File: src/rtl/decoder_uart_streamer.sv
// Streams the decoder's four 16-character text lines as a 72-byte ASCII frame
// (each line followed by CR LF) over an 8N1 UART transmit pin.
module decoder_uart_streamer #(
    parameter int BAUD_DIV = 434
) (
    input  logic         clk,
    input  logic         reset,
    input  logic         trigger,
    input  logic [127:0] line0,
    input  logic [127:0] line1,
    input  logic [127:0] line2,
    input  logic [127:0] line3,
    output logic         tx,
    output logic         busy,
    output logic         done
);

    if (BAUD_DIV < 2) begin : g_bad_baud
        $error("decoder_uart_streamer: BAUD_DIV must be at least 2");
    end

    localparam int CW = (BAUD_DIV > 2) ? $clog2(BAUD_DIV) : 1;
    localparam logic [CW-1:0] BAUD_LAST = CW'(BAUD_DIV - 1);
    localparam logic [CW-1:0] BAUD_ONE  = CW'(1);

    typedef enum logic [1:0] {
        S_IDLE  = 2'd0,
        S_START = 2'd1,
        S_DATA  = 2'd2,
        S_STOP  = 2'd3
    } state_t;

    // Printable ASCII passes; NUL shows as space, other control/high bytes as '.'
    function automatic logic [7:0] map_char(input logic [7:0] c);
        logic [7:0] m;
        if (c == 8'h00) begin
            m = 8'h20;
        end else if ((c < 8'h20) || (c > 8'h7E)) begin
            m = 8'h2E;
        end else begin
            m = c;
        end
        return m;
    endfunction

    state_t           state_r, state_nxt_s;
    logic [CW-1:0]    baud_cnt_r, baud_cnt_nxt_s;
    logic [2:0]       bit_idx_r, bit_idx_nxt_s;
    logic [4:0]       col_r, col_nxt_s;
    logic [1:0]       line_idx_r, line_idx_nxt_s;
    logic [3:0][127:0] snap_r;
    logic             tx_r, tx_nxt_s;
    logic             busy_r, busy_nxt_s;
    logic             done_r, done_nxt_s;
    logic             load_s;
    logic             bit_end_s;
    logic [127:0]     line_sel_s;
    logic [127:0]     line_shift_s;
    logic [7:0]       cur_byte_s;

    assign tx        = tx_r;
    assign busy      = busy_r;
    assign done      = done_r;
    assign bit_end_s = (baud_cnt_r == BAUD_LAST);

    // Byte currently being serialised: mapped text char, or CR/LF at columns 16/17
    always_comb begin
        line_sel_s   = snap_r[line_idx_r];
        line_shift_s = line_sel_s >> {4'd15 - col_r[3:0], 3'b000};
        if (col_r == 5'd16) begin
            cur_byte_s = 8'h0D;
        end else if (col_r == 5'd17) begin
            cur_byte_s = 8'h0A;
        end else begin
            cur_byte_s = map_char(line_shift_s[7:0]);
        end
    end

    // Next-state, counter and output logic of the bit/byte sequencer
    always_comb begin
        state_nxt_s    = state_r;
        baud_cnt_nxt_s = baud_cnt_r;
        bit_idx_nxt_s  = bit_idx_r;
        col_nxt_s      = col_r;
        line_idx_nxt_s = line_idx_r;
        tx_nxt_s       = tx_r;
        busy_nxt_s     = busy_r;
        done_nxt_s     = 1'b0;
        load_s         = 1'b0;
        case (state_r)
            S_IDLE: begin
                tx_nxt_s       = 1'b1;
                baud_cnt_nxt_s = '0;
                bit_idx_nxt_s  = 3'd0;
                col_nxt_s      = 5'd0;
                line_idx_nxt_s = 2'd0;
                if (trigger) begin
                    state_nxt_s = S_START;
                    tx_nxt_s    = 1'b0;
                    busy_nxt_s  = 1'b1;
                    load_s      = 1'b1;
                end else begin
                    busy_nxt_s  = 1'b0;
                end
            end
            S_START: begin
                if (bit_end_s) begin
                    baud_cnt_nxt_s = '0;
                    bit_idx_nxt_s  = 3'd0;
                    state_nxt_s    = S_DATA;
                    tx_nxt_s       = cur_byte_s[0];
                end else begin
                    baud_cnt_nxt_s = baud_cnt_r + BAUD_ONE;
                end
            end
            S_DATA: begin
                if (bit_end_s) begin
                    baud_cnt_nxt_s = '0;
                    if (bit_idx_r == 3'd7) begin
                        bit_idx_nxt_s = 3'd0;
                        state_nxt_s   = S_STOP;
                        tx_nxt_s      = 1'b1;
                    end else begin
                        bit_idx_nxt_s = bit_idx_r + 3'd1;
                        tx_nxt_s      = cur_byte_s[bit_idx_r + 3'd1];
                    end
                end else begin
                    baud_cnt_nxt_s = baud_cnt_r + BAUD_ONE;
                end
            end
            S_STOP: begin
                if (bit_end_s) begin
                    baud_cnt_nxt_s = '0;
                    if ((line_idx_r == 2'd3) && (col_r == 5'd17)) begin
                        state_nxt_s    = S_IDLE;
                        col_nxt_s      = 5'd0;
                        line_idx_nxt_s = 2'd0;
                        tx_nxt_s       = 1'b1;
                        busy_nxt_s     = 1'b0;
                        done_nxt_s     = 1'b1;
                    end else if (col_r == 5'd17) begin
                        state_nxt_s    = S_START;
                        col_nxt_s      = 5'd0;
                        line_idx_nxt_s = line_idx_r + 2'd1;
                        tx_nxt_s       = 1'b0;
                    end else begin
                        state_nxt_s    = S_START;
                        col_nxt_s      = col_r + 5'd1;
                        tx_nxt_s       = 1'b0;
                    end
                end else begin
                    baud_cnt_nxt_s = baud_cnt_r + BAUD_ONE;
                end
            end
            default: begin
                state_nxt_s    = S_IDLE;
                baud_cnt_nxt_s = '0;
                bit_idx_nxt_s  = 3'd0;
                col_nxt_s      = 5'd0;
                line_idx_nxt_s = 2'd0;
                tx_nxt_s       = 1'b1;
                busy_nxt_s     = 1'b0;
            end
        endcase
    end

    // State, counters, registered outputs and the frame snapshot
    always_ff @(posedge clk or posedge reset) begin
        if (reset) begin
            state_r    <= S_IDLE;
            baud_cnt_r <= '0;
            bit_idx_r  <= 3'd0;
            col_r      <= 5'd0;
            line_idx_r <= 2'd0;
            tx_r       <= 1'b1;
            busy_r     <= 1'b0;
            done_r     <= 1'b0;
            snap_r     <= '0;
        end else begin
            state_r    <= state_nxt_s;
            baud_cnt_r <= baud_cnt_nxt_s;
            bit_idx_r  <= bit_idx_nxt_s;
            col_r      <= col_nxt_s;
            line_idx_r <= line_idx_nxt_s;
            tx_r       <= tx_nxt_s;
            busy_r     <= busy_nxt_s;
            done_r     <= done_nxt_s;
            if (load_s) begin
                snap_r <= {line3, line2, line1, line0};
            end else begin
                snap_r <= snap_r;
            end
        end
    end

endmodule

File: config.mk
export PLATFORM = sky130hd
export DESIGN_NAME = decoder_uart_streamer
export DESIGN_NICKNAME = d
export VERILOG_FILES = /design/src/rtl/decoder_uart_streamer.sv
export SDC_FILE = /design/constraint.sdc
export NUM_CORES = 1
export LEC_CHECK = 0
export BUFFER_PORTS_ARGS = -buffer_cell sky130_fd_sc_hd__buf_2
export CORE_MARGIN = 5
export CORE_UTILIZATION = 50
export DETAILED_ROUTE_END_ITERATION = 6
export PLACE_DENSITY = 0.78
export SYNTH_ARGS = -nofsm -noshare
export SYNTH_HDL_FRONTEND = slang
export SYNTH_SLANG_ARGS = --single-unit
File: constraint.sdc
create_clock -name clk -period 34.1 [get_ports clk]
set_input_delay 6.82 -clock clk [delete_from_list [all_inputs] [get_ports clk]]
set_output_delay 6.82 -clock clk [all_outputs]
set_load 0.02 [all_outputs]
**Yosys cells after proc, flatten, opt, wreduce, memory -nomap -nowiden**

Cells that the tools add are included.

- Bits in writable memories: 0
- Bits in read-only memories: 0
- Register bits after elaboration: 536
- Memories kept: 0
- Input bits: 515
- Output and inout bits: 3
- Latch bits: 0
- Word-level logic and storage cells: 93

- Add/sub/neg operators: 5
- Reduce and logical (&&, ||, !) cells: 13
- Divide/modulo/power cells: 0
- Equality and inequality tests: 15
- Bitwise operators: 0
- $lt $le $gt $ge: 4
- Shift-type cells: 1
- Mux-type cells: 43
- $mul: 0

Operator list:

| kind | number |
|---|---|
| $bmux 128 s2 | 1 |
| $mux 128 | 1 |
| $shr 128x7->8 | 1 |
| $mux 8 | 4 |
| $pmux 9 s2 | 1 |
| $mux 2 | 8 |
| $mux 5 | 3 |
| $mux 1 | 14 |
| $ne 2x2->1 const B | 6 |
| $reduce_and 3->1 | 4 |
| $eq 5x5->1 const B | 2 |
| $pmux 5 s2 | 1 |
| $add 9x1->9 const B | 1 |
| $eq 9x9->1 const B | 1 |
| $mux 3 | 3 |
| $mux 9 | 1 |
| $pmux 3 s3 | 1 |
| $gt 8x7->1 const B | 1 |
| $logic_not 8->1 | 1 |
| $lt 8x6->1 const B | 1 |
| $pmux 2 s4 | 1 |
| $eq 2x2->1 const B | 3 |
| $add 5x1->5 const B | 1 |
| $reduce_and 5->1 | 1 |
| 19 further kinds | 19 |

**Logic depth before layout (Yosys ltp)**

Gate-level depths: netlist (run 1).

- Depth in word-level cells: 14
- Depth in mapped cells: 13
- Gate-level depth less buffers: 10

**Least setup slack after synthesis (run 1)**

OpenSTA, ideal clock, no wires.

- Path type: input port to flip-flop
- From: in trigger
- To: reg snap_r[404] (netlist bit)
- Slack: 26.196 ns
- Data required time: 34.035 ns
- Arrival time: 7.839 ns
- Cell stages on the path: 6
- Buffers on the path: 3
- Library setup time: 0.065 ns
- Cell sequence: and2_1 > clkbuf_1 > clkbuf_1 > clkbuf_1 > nand2_1 > nand2_1

- Longest elaborated chain between the ends: 2

RTL lines:

| element | line | text |
|---|---|---|
| start, declared | 8 | `input logic trigger,` |
| $mux 1 | 97 | `if (trigger) begin` |
| $mux 1 | 90 | `case (state_r)` |
| end signal, assigned | 189 | `snap_r <= {line3, line2, line1, line0};` |
| end signal, assigned | 191 | `snap_r <= snap_r;` |
| end, declared | 51 | `logic [3:0][127:0] snap_r;` |

No other way between the ends.
A chain may end at the register's enable or synchronous reset.

**Worst setup path after layout (run 1)**

- From: in trigger
- To: reg snap_r[498] (netlist bit)

Same word-level chain as after synthesis.

==> qor.yml, run 1 <==
overflow: 0
synth_edf_count: 0
netlist_instances: 2719
die_x_um: 233
hold_buffers: 0
use_met1_pct: 39.8
ys_types: 68
post-route-min-period_ns: 9.54
syn_nets: 3246
path_class: "input port to flip-flop"
leakage_nw: 16.3
cts.repair.resized: 0
maxCapViolations: 0
core-area_mm2: 0.0492
io_buffers: 517
setup_violations: 0
synth_top_cell_by_area: "dfrtp_1"
vias_per_cell: 5.39
synthFlopType: "dfrtp_1"
place_inst: 3754
timing.final.hold_violations: 0
synth_commonest_cells: "nand2_1, dfrtp_1, clkbuf_1"
final.period_utilization_pct: 28.0
initial_core_util_pct: 50.7
clk_path_buf_depth: 3
synth.most_common_cell: "nand2_1"
ir_drop_mv: 0.0424
rsz0062_at_grt: "false"
dieArea_mm2: 0.0544
hp-class: "flip-flop to flip-flop"
synthesis.area_mm2: 0.0249
yosysTopAreaCellShare_pct: 53.7
cp.arrival_ns: 10.08
slew_headroom_pct: 20.2
row_count: 81
synthTopCellsByArea: "dfrtp_1, nand2_1, mux4_2"
final_cell_count_no_fill: 3869
ant_nets: 0
post-cts-setup-buffer-count: 0
tritoncts: "done"
ys_ff_latch: 536
finClkSkew_ns: 0.0277
drtPass1Iterations: 6
grt_pass1_wl_mm: 118
cts_sinks: 536
grt_use_met3_pct: 4.78
clk_pin_slew_ns: 0.06
cts_root_buffer: "clkbuf_16"
worstSetupEndpointType: "flip-flop"
wire_per_inst_um: 20.3
track_usage_pct: 28.0
worst_pin_slew_ns: 1.19
multi_input_area_mm2: 0.0107
htree_levels: 2
gp_congestion: 0.891
io_pins: 518
synthArstFlopShare_pct: 100
synth.avg_cell_area_um2: 9.17
drt-total-wl_mm: 78.5
antenna_found_initial: 20
synth_warnings: 0
top_usage_layer: "met2"
nFillCells: 4153
crit_fanout: 106
regArea_mm2: 0.0134
finalSetupTns_ns: 0
drive_above_1_share_pct: 23.9
grt_pass1_vias: 20500
globalRouteMet2Util_pct: 43.4
required_ns: 34.64
max_freq_mhz: 105
cts_buffers: 55
clk_latency_ns: 0.61
die_y_um: 233
place.detailed.hpwl_mm: 54.8
drc: 0
dr_total_vias: 20900
grt_max_degree: 229
areaGrowthSynthToFinish_pct: 19.4
drt-initial-drc-count: 2183
pwr_density_cell_mw_per_mm2: 44.1
ys_seq_area_share_pct: 53.8
status: "finished, final reports clean"
finalMaxSlewViolations: 0
start_kind: "input port"
nNetsFinal: 3674
==> critical path: stages <==
cell	delay, ns
buf_2	0.12
and2_4	0.87
buf_4	0.91
buf_4	0.93
nand2_1	0.17
nand2_1	0.10
==> layout make-up <==
| type | instances | share of cell area (%) |
|---|---|---|
| tap | 664 | 2.79 |
| multi-input combinational | 2002 | 36.0 |
| inverter | 15 | 0.214 |
| clock inverter | 17 | 0.874 |
| antenna | 17 | 0.143 |
| sequential | 536 | 45.1 |
| clock buffer | 81 | 5.46 |
| timing repair buffer | 537 | 9.37 |
==> flip-flops by register name (all words and copies together) (netlist names) <==
register    cells
snap_r        512
baud_cnt_r      9
col_r           5
bit_idx_r       3
line_idx_r      2
state_r         2
busy            1
done            1
tx              1
==> metal layers <==
| metal | up-vias | share of wire, % |
|---|---|---|
| met3 | 172 | 6.9 |
| met5 | - | 0.022 |
| met2 | 826 | 48 |
| met4 | 2 | 3.9 |
| met1 | 10200 | 42 |
| li1 | 9658 | - |
==> cell usage in the layout, fill, tap and decap left out, drive strengths merged, types with 6 or more instances in the layout <==
cell	instances
nand2	1579
clkinv	8
o22ai	15
a22oi	6
diode	17
nor2b	7
a211oi	6
a31oi	6
o221ai	13
mux2i	51
buf	537
nor2	38
nor3	10
dfrtp	535
a211o	6
bufinv	6
clkbuf	81
mux4	105
mux2	22
ha	12
and2	6
nand3	17
o21ai	22
inv	17
a21oi	12
==> cells by family (layout without fill, tap and decap cells) <==
kind of cell	after synthesis	after routing	share of synthesized area [%]
adders and majority gates	12	12	0.602
other	0	17	0
xor gates and xnor gates	7	7	0.246
DFF	536	536	53.8
buffers and inverters	181	650	3.21
and+or+nand+nor	1682	1682	26.0
AOI/OAI and AO/OA	123	123	3.56
muxes	178	178	12.6
==> worst paths after layout <==
path / cells past startpoint / slack [ns] / end / start
min reg2reg: 2 / 0.47 / snap_r[358] / snap_r[358]
min: 2 / 0.47 / snap_r[358] / snap_r[358]
min in group asynchronous: 2 / 6.34 / snap_r[198] / reset
max: 6 / 24.56 / snap_r[498] / trigger
max in group asynchronous: 5 / 24.80 / snap_r[273] / reset
max reg2reg: 11 / 28.92 / tx / line_idx_r[0]
==> stage by stage <==
step	setup WS, ns	util [%]	cell area, um^2	total power [W]	hold slack [ns]
4_1_cts	24.70	60.5	29700	0.00132	0.472
3_3_place_gp	24.11	56.6	27800	0.000696	0.452
3_5_place_dp	24.06	56.6	27800	0.000695	0.457
2_1_floorplan	12.30	-	24900	0.000658	0.437
6_report	24.56	60.6	29800	0.00131	0.466
5_1_grt	24.31	60.5	29800	0.00135	0.485
==> power breakdown <==
group / switching [W] / internal [W]
Sequential: 0 / 0.000636
Clock: 0.000254 / 0.000375
Combinational: 0.0000257 / 0.0000218
Total: 0.000279 / 0.00103
(Power assumes the default switching activity.)
==> run 2: changes to the inputs <==
==> constraint.sdc (replaced) <==
create_clock -name clk -period 9.7 [get_ports clk]
set_input_delay 1.94 -clock clk [delete_from_list [all_inputs] [get_ports clk]]
set_output_delay 1.94 -clock clk [all_outputs]
set_load 0.02 [all_outputs]
==> qor.yml, run 2 (synthesis results as in run 1) <==
grt_pass1_wl_mm: 119  # was 118 mm
drt-total-wl_mm: 78.9  # was 78.5 mm
io_buffers: 517  # unchanged
slew_headroom_pct: 5.47  # was 20.2%
tritoncts: "done"  # unchanged
final.period_utilization_pct: 48.5
required_ns: 10.23  # was 34.64 ns
drc: 0  # unchanged
largest_register_ffs: 512  # unchanged
wire_per_inst_um: 20.4  # was 20.3 um
overflow: 0  # unchanged
grt_pass1_vias: 20700  # was 20,500
timing.final.hold_violations: 0  # unchanged
regMostFlops: "snap_r"  # unchanged
finClkSkew_ns: 0.0180  # was 0.0277 ns
setup_violations: 0  # unchanged
grt_max_degree: 243  # was 229
hp-class: "flip-flop to flip-flop"  # unchanged
finalMaxSlewViolations: 0  # unchanged
htree_levels: 2  # unchanged
p_int_w: 0.00366  # was 0.00103 W
ir_drop_mv: 0.127  # was 0.0424 mV
rsz0062_at_grt: "false"  # unchanged
leakage_nw: 16.4  # was 16.3 nW
final_cell_mix: "nand2_1, dfrtp_1, buf_2, mux4_2, clkbuf_16"  # unchanged
hold_buffers: 0  # unchanged
cts_root_buffer: "clkbuf_16"  # unchanged
ant_nets: 0  # unchanged
dieArea_mm2: 0.0544  # unchanged
pwr-share-seq_pct: 48.0  # was 48.5%
status: "finished, final reports clean"  # unchanged
row_count: 81  # unchanged
areaGrowthSynthToFinish_pct: 19.6  # was 19.4%
die_x_um: 233  # unchanged
finalSetupTns_ns: 0  # unchanged
fin_hold_ws_ns: 0.467  # was 0.466 ns
track_usage_pct: 28.4  # was 28.0%
core-area_mm2: 0.0492  # unchanged
final_common_cell: "nand2_1"  # unchanged
start_kind: "flip-flop"  # was input port
p_clk_share_pct: 48.3  # was 47.9%
total_power_w: 0.00465  # was 0.00131 W
max_freq_mhz: 212
cts_buffers: 56  # was 55
gp_congestion: 0.876  # was 0.891
top_regs: "snap_r x512, baud_cnt_r x9, col_r x5"  # unchanged
maxCapViolations: 0  # unchanged
drive_above_1_share_pct: 24.0  # was 23.9%
cts_sinks: 536  # unchanged
worstSetupEndpointType: "flip-flop"  # unchanged
clk_pin_slew_ns: 0.07  # was 0.06 ns
rrSetupSlack_ns: 4.99  # was 28.92 ns
crit_fanout: 29  # was 106
worst_pin_slew_ns: 1.42  # was 1.19 ns
die_y_um: 233  # unchanged
pwr_density_cell_mw_per_mm2: 156  # was 44.1 mW/mm^2
clk_latency_ns: 0.61  # about the same
place.detailed.hpwl_mm: 55.5  # was 54.8 mm
clk_path_buf_depth: 3  # unchanged
io_pins: 518  # unchanged
drtPass1Iterations: 7  # was 6
initial_core_util_pct: 50.7  # unchanged
post-route-min-period_ns: 4.71
p_sw_w: 0.000994  # was 0.000279 W
sw_frac_of_total_pct: 21.4  # was 21.3%
antenna_found_initial: 10  # was 20
post-cts-setup-buffer-count: 0  # unchanged
nNetsFinal: 3674  # unchanged
p_comb_share_pct: 3.6  # about the same
drt-initial-drc-count: 2096  # was 2,183
cts.repair.resized: 0  # unchanged
cp.arrival_ns: 5.24  # was 10.08 ns
path_class: "flip-flop to flip-flop"  # was input port to flip-flop
vias_per_cell: 5.42  # was 5.39
dr_total_vias: 20900  # about the same
==> run 2: cell count changes in the layout (fill, tap and decap cells not counted), sizes merged <==
cell / previous run / this run
buf: 537 / 536
clkinv: 8 / 9
diode: 17 / 9
inv: 17 / 16
clkinvlp: 1 / 2
==> run 2: through the flow <==
step / setup WS, ns / util, % / std cells / cell area (um^2)
floorplan: 0.473 / - / 2719 / 24900
global placement: 5.05 / 56.7 / 3752 / 27900
detailed placement: 4.98 / 56.7 / 3752 / 27900
CTS: 4.99 / 60.6 / 3851 / 29800
global route: 4.69 / 60.6 / 3860 / 29800
finish: 4.99 / 60.6 / 3861 / 29800
==> run 2: cell type report <==
type	count	area, um^2
antenna	9	22.5
clock buffer	81	1670
clock inverter	18	258
fill	4143	19300
inverter	15	60.1
multi-input combinational	2002	10700
sequential	536	13400
tap	664	831
timing repair buffer	536	2820
==> run 2: worst paths after layout <==
kind,start,end,cells past startpoint
max in group asynchronous,reset,snap_r[31],4
setup reg to reg,line_idx_r[0],tx,11
hold reg to reg,snap_r[345],snap_r[345],2
hold / removal,snap_r[345],snap_r[345],2
min in group asynchronous,reset,snap_r[75],2
setup / recovery,line_idx_r[0],tx,11
==> run 2: metal layers <==
layer,track usage [%],wire (um)
met1,40.4,32800
met2,44.4,37000
met3,4.38,6010
met4,11.3,3050
met5,0,30
==> run 2: worst max-delay path, stage by stage (launching register included) <==
cell      delay, ns
dfrtp_4        0.74
buf_4          0.57
buf_4          0.58
mux4_2         0.58
mux2i_1        0.16
o21ai_1        0.14
o311a_1        0.36
a41oi_1        0.25
or4b_4         0.51
nand3b_4       0.16
a31o_1         0.18
a211o_1        0.31
==> run 2: power by group through the flow <==
stage / sequential, W / clock [W] / combinational (W)
2_1_floorplan: 0.00228 / 0 / 0.0000349
3_3_place_gp: 0.00228 / 0 / 0.000170
3_5_place_dp: 0.00228 / 0 / 0.000169
4_1_cts: 0.00224 / 0.00228 / 0.000170
5_1_grt: 0.00223 / 0.00237 / 0.000185
6_report: 0.00224 / 0.00225 / 0.000168
==> run 3: changes to the inputs <==
--- a/config.mk
+++ b/config.mk
@@ -5,11 +5,12 @@
 export SDC_FILE = /design/constraint.sdc
 export NUM_CORES = 1
 export LEC_CHECK = 0
+export ABC_AREA = 1
 export BUFFER_PORTS_ARGS = -buffer_cell sky130_fd_sc_hd__buf_2
 export CORE_MARGIN = 5
 export CORE_UTILIZATION = 50
 export DETAILED_ROUTE_END_ITERATION = 6
-export PLACE_DENSITY = 0.78
+export PLACE_DENSITY = 0.77
 export SYNTH_ARGS = -nofsm -noshare
 export SYNTH_HDL_FRONTEND = slang
 export SYNTH_SLANG_ARGS = --single-unit
==> constraint.sdc (replaced) <==
create_clock -name clk -period 4.6 [get_ports clk]
set_input_delay 0.92 -clock clk [delete_from_list [all_inputs] [get_ports clk]]
set_output_delay 0.92 -clock clk [all_outputs]
set_load 0.02 [all_outputs]
==> qor.yml, run 3 <==
status: "finished, final reports clean"  # unchanged
clk_pin_slew_ns: 0.06  # was 0.07 ns
synthFlopType: "dfrtp_1"  # unchanged
cts_root_buffer: "clkbuf_16"  # unchanged
final_cell_count_no_fill: 4721  # was 3,861
synth.most_common_cell: "nand2_1"  # unchanged
maxCapViolations: 0  # unchanged
crit_fanout: 30  # was 29
place.detailed.hpwl_mm: 58.2  # was 55.5 mm
worst_pin_slew_ns: 1.06  # was 1.42 ns
leakage_nw: 16.4  # about the same
largest_register_ffs: 512  # unchanged
worstSetupEndpointType: "flip-flop"  # unchanged
required_ns: 5.13  # was 10.23 ns
sw_frac_of_total_pct: 21.4  # about the same
drive_above_1_share_pct: 16.5  # was 24.0%
synth.avg_cell_area_um2: 7.31  # was 9.17 um^2
synth_top_cell_by_area: "dfrtp_1"  # unchanged
netlist_instances: 3587  # was 2,719
row_count: 84  # was 81
final_common_cell: "nand2_1"  # unchanged
rsz0062_at_grt: "false"  # unchanged
grt_pass1_wl_mm: 130  # was 119 mm
die_y_um: 239  # was 233 um
pwr_density_cell_mw_per_mm2: 319  # was 156 mW/mm^2
post-route-min-period_ns: 3.65  # was 4.71 ns
hp-class: "input port to asynchronous set/reset pin"  # was flip-flop to flip-flop
drc: 0  # unchanged
htree_levels: 2  # unchanged
io_pins: 518  # unchanged
regMostFlops: "snap_r"  # unchanged
cp.arrival_ns: 4.18  # was 5.24 ns
setup_ws_ns: 0.951  # was 4.99 ns
ir_drop_mv: 0.286  # was 0.127 mV
wire_per_inst_um: 17.8  # was 20.4 um
pre_cts_slack_ns: 0.966  # was 4.98 ns
clk_path_buf_depth: 3  # unchanged
pwr-share-seq_pct: 47.3  # was 48.0%
ant_nets: 0  # unchanged
drt-initial-drc-count: 2491  # was 2,096
p_int_w: 0.00784  # was 0.00366 W
areaGrowthSynthToFinish_pct: 19.0  # was 19.6%
synth_commonest_cells: "nand2_1, dfrtp_1, inv_1"  # was nand2_1, dfrtp_1, clkbuf_1
core-area_mm2: 0.0522  # was 0.0492 mm^2
track_usage_pct: 28.8  # was 28.4%
die_x_um: 239  # was 233 um
ys_ff_latch: 536  # unchanged
start_kind: "flip-flop"  # unchanged
final_cell_mix: "nand2_1, dfrtp_1, buf_2, inv_1, o21ai_0"  # was nand2_1, dfrtp_1, buf_2, mux4_2, clkbuf_16
setup_violations: 0  # unchanged
nNetsFinal: 4510  # was 3,674
tritoncts: "done"  # unchanged
synthesis.area_mm2: 0.0262  # was 0.0249 mm^2
dieArea_mm2: 0.0571  # was 0.0544 mm^2
clk_latency_ns: 0.62  # was 0.61 ns
antenna_found_initial: 5  # was 10
path_class: "flip-flop to flip-flop"  # unchanged
ys_types: 30  # was 68
p_sw_w: 0.00213  # was 0.000994 W
p_comb_share_pct: 3.6  # about the same
finalMaxSlewViolations: 0  # unchanged
yosysTopAreaCellShare_pct: 51.1  # was 53.7%
synthTopCellsByArea: "dfrtp_1, nand2_1, o21ai_0"  # was dfrtp_1, nand2_1, mux4_2
syn_nets: 4114  # was 3,246
dr_total_vias: 24600  # was 20,900
vias_per_cell: 5.22  # was 5.42
grt_max_degree: 178  # was 243
synth_edf_count: 0  # unchanged
initial_core_util_pct: 50.2  # was 50.7%
finClkSkew_ns: 0.0171  # was 0.0180 ns
p_clk_share_pct: 49.1  # was 48.3%
cts_buffers: 57  # was 56
post-cts-setup-buffer-count: 0  # unchanged
grt_pass1_vias: 23700  # was 20,700
timing.final.hold_violations: 0  # unchanged
synthArstFlopShare_pct: 100  # unchanged
final.period_utilization_pct: 79.3  # was 48.5%
cts_sinks: 536  # unchanged
ys_seq_area_share_pct: 51.2  # was 53.8%
drt-total-wl_mm: 84.0  # was 78.9 mm
io_buffers: 517  # unchanged
synth_warnings: 0  # unchanged
slew_headroom_pct: 29.2  # was 5.47%
cts.repair.resized: 0  # unchanged
finalSetupTns_ns: 0  # unchanged
max_freq_mhz: 274  # was 212 MHz
gp_congestion: 0.871  # was 0.876
place_inst: 4612  # was 3,752
overflow: 0  # unchanged
drtPass1Iterations: 5  # was 7
top_regs: "snap_r x512, baud_cnt_r x9, col_r x5"  # unchanged
hold_buffers: 0  # unchanged
==> run 3: metrics by stage <==
stage,total power [W],hold slack [ns],area [um^2],util [%]
5_1_grt,0.0103,0.313,31200,59.7
2_1_floorplan,0.00488,0.444,26200,-
3_3_place_gp,0.00516,0.457,29200,55.9
6_report,0.00997,0.317,31200,59.8
3_5_place_dp,0.00516,0.460,29200,55.9
4_1_cts,0.0100,0.283,31200,59.7
==> run 3: cell type report <==
cell class | count | area, um^2
diodes | 5 | 12.5
clock buffers | 81 | 1670
clock inverters | 23 | 327
fillers | 4714 | 21000
inverters | 403 | 1530
multi-input cells | 2429 | 10300
flip-flops and latches | 536 | 13400
well taps | 688 | 861
repair buffers | 556 | 3040
==> run 3: cell families (layout without fill, tap and decap cells) <==
logic type                 Yosys count  after routing  share of synthesized area [%]
and+or+nand+nor                   1929           1929                           29.0
adders and majority gates           12             12                          0.573
DFF                                536            536                           51.2
AOI/OAI and AO/OA                  482            482                           9.60
xor gates and xnor gates             6              6                          0.200
buffers and inverters              622           1063                           9.44
other                                0              5                              0
==> run 3: power by group through the flow <==
| stage | Clock (W) | Sequential [W] | Combinational (W) |
|---|---|---|---|
| floorplan | 0 | 0.00481 | 0.0000686 |
| global placement | 0 | 0.00480 | 0.000359 |
| detailed placement | 0 | 0.00480 | 0.000359 |
| CTS | 0.00495 | 0.00471 | 0.000362 |
| global route | 0.00517 | 0.00471 | 0.000394 |
| finish | 0.00490 | 0.00472 | 0.000357 |
==> run 3: path summary, 6_finish.rpt <==
path | from | endpoint | slack (ns) | cells after the start
max | col_r[0] | tx | 0.95 | 23
min | reset | snap_r[334] | 0.32 | 2
max reg2reg | col_r[0] | tx | 0.95 | 23
min reg2reg | snap_r[50] | snap_r[50] | 0.47 | 2
max in group asynchronous | reset | snap_r[303] | 3.12 | 4
min in group clk | snap_r[50] | snap_r[50] | 0.47 | 2
==> run 3: layer usage <==
layer  vias up  routed length, um  GRT usage, %
met1     11500              35900          41.4
met2      1050              38600          45.0
met3       161               6700          4.28
li1      11900                  -             -
met5         -                 20             0
met4         2               2760          9.86
==> run 3: critical path, stage by stage (launching register included) <==
cell     delay [ns]
dfrtp_2        0.76
nand2_1        0.37
inv_2          0.71
nand2_1        0.18
nand2_1        0.11
inv_1          0.04
nand2_1        0.12
nand2_1        0.09
nand2_1        0.18
inv_1          0.06
nand2_1        0.08
nand2_1        0.06
nor2_1         0.11
nand2_1        0.09
nand3_1        0.08
nand2_1        0.07
nand2_1        0.07
nand3_1        0.06
nand2_1        0.06
nand2_1        0.05
nand2_1        0.05
nand2_1        0.06
nand2_1        0.06
nand2_1        0.05
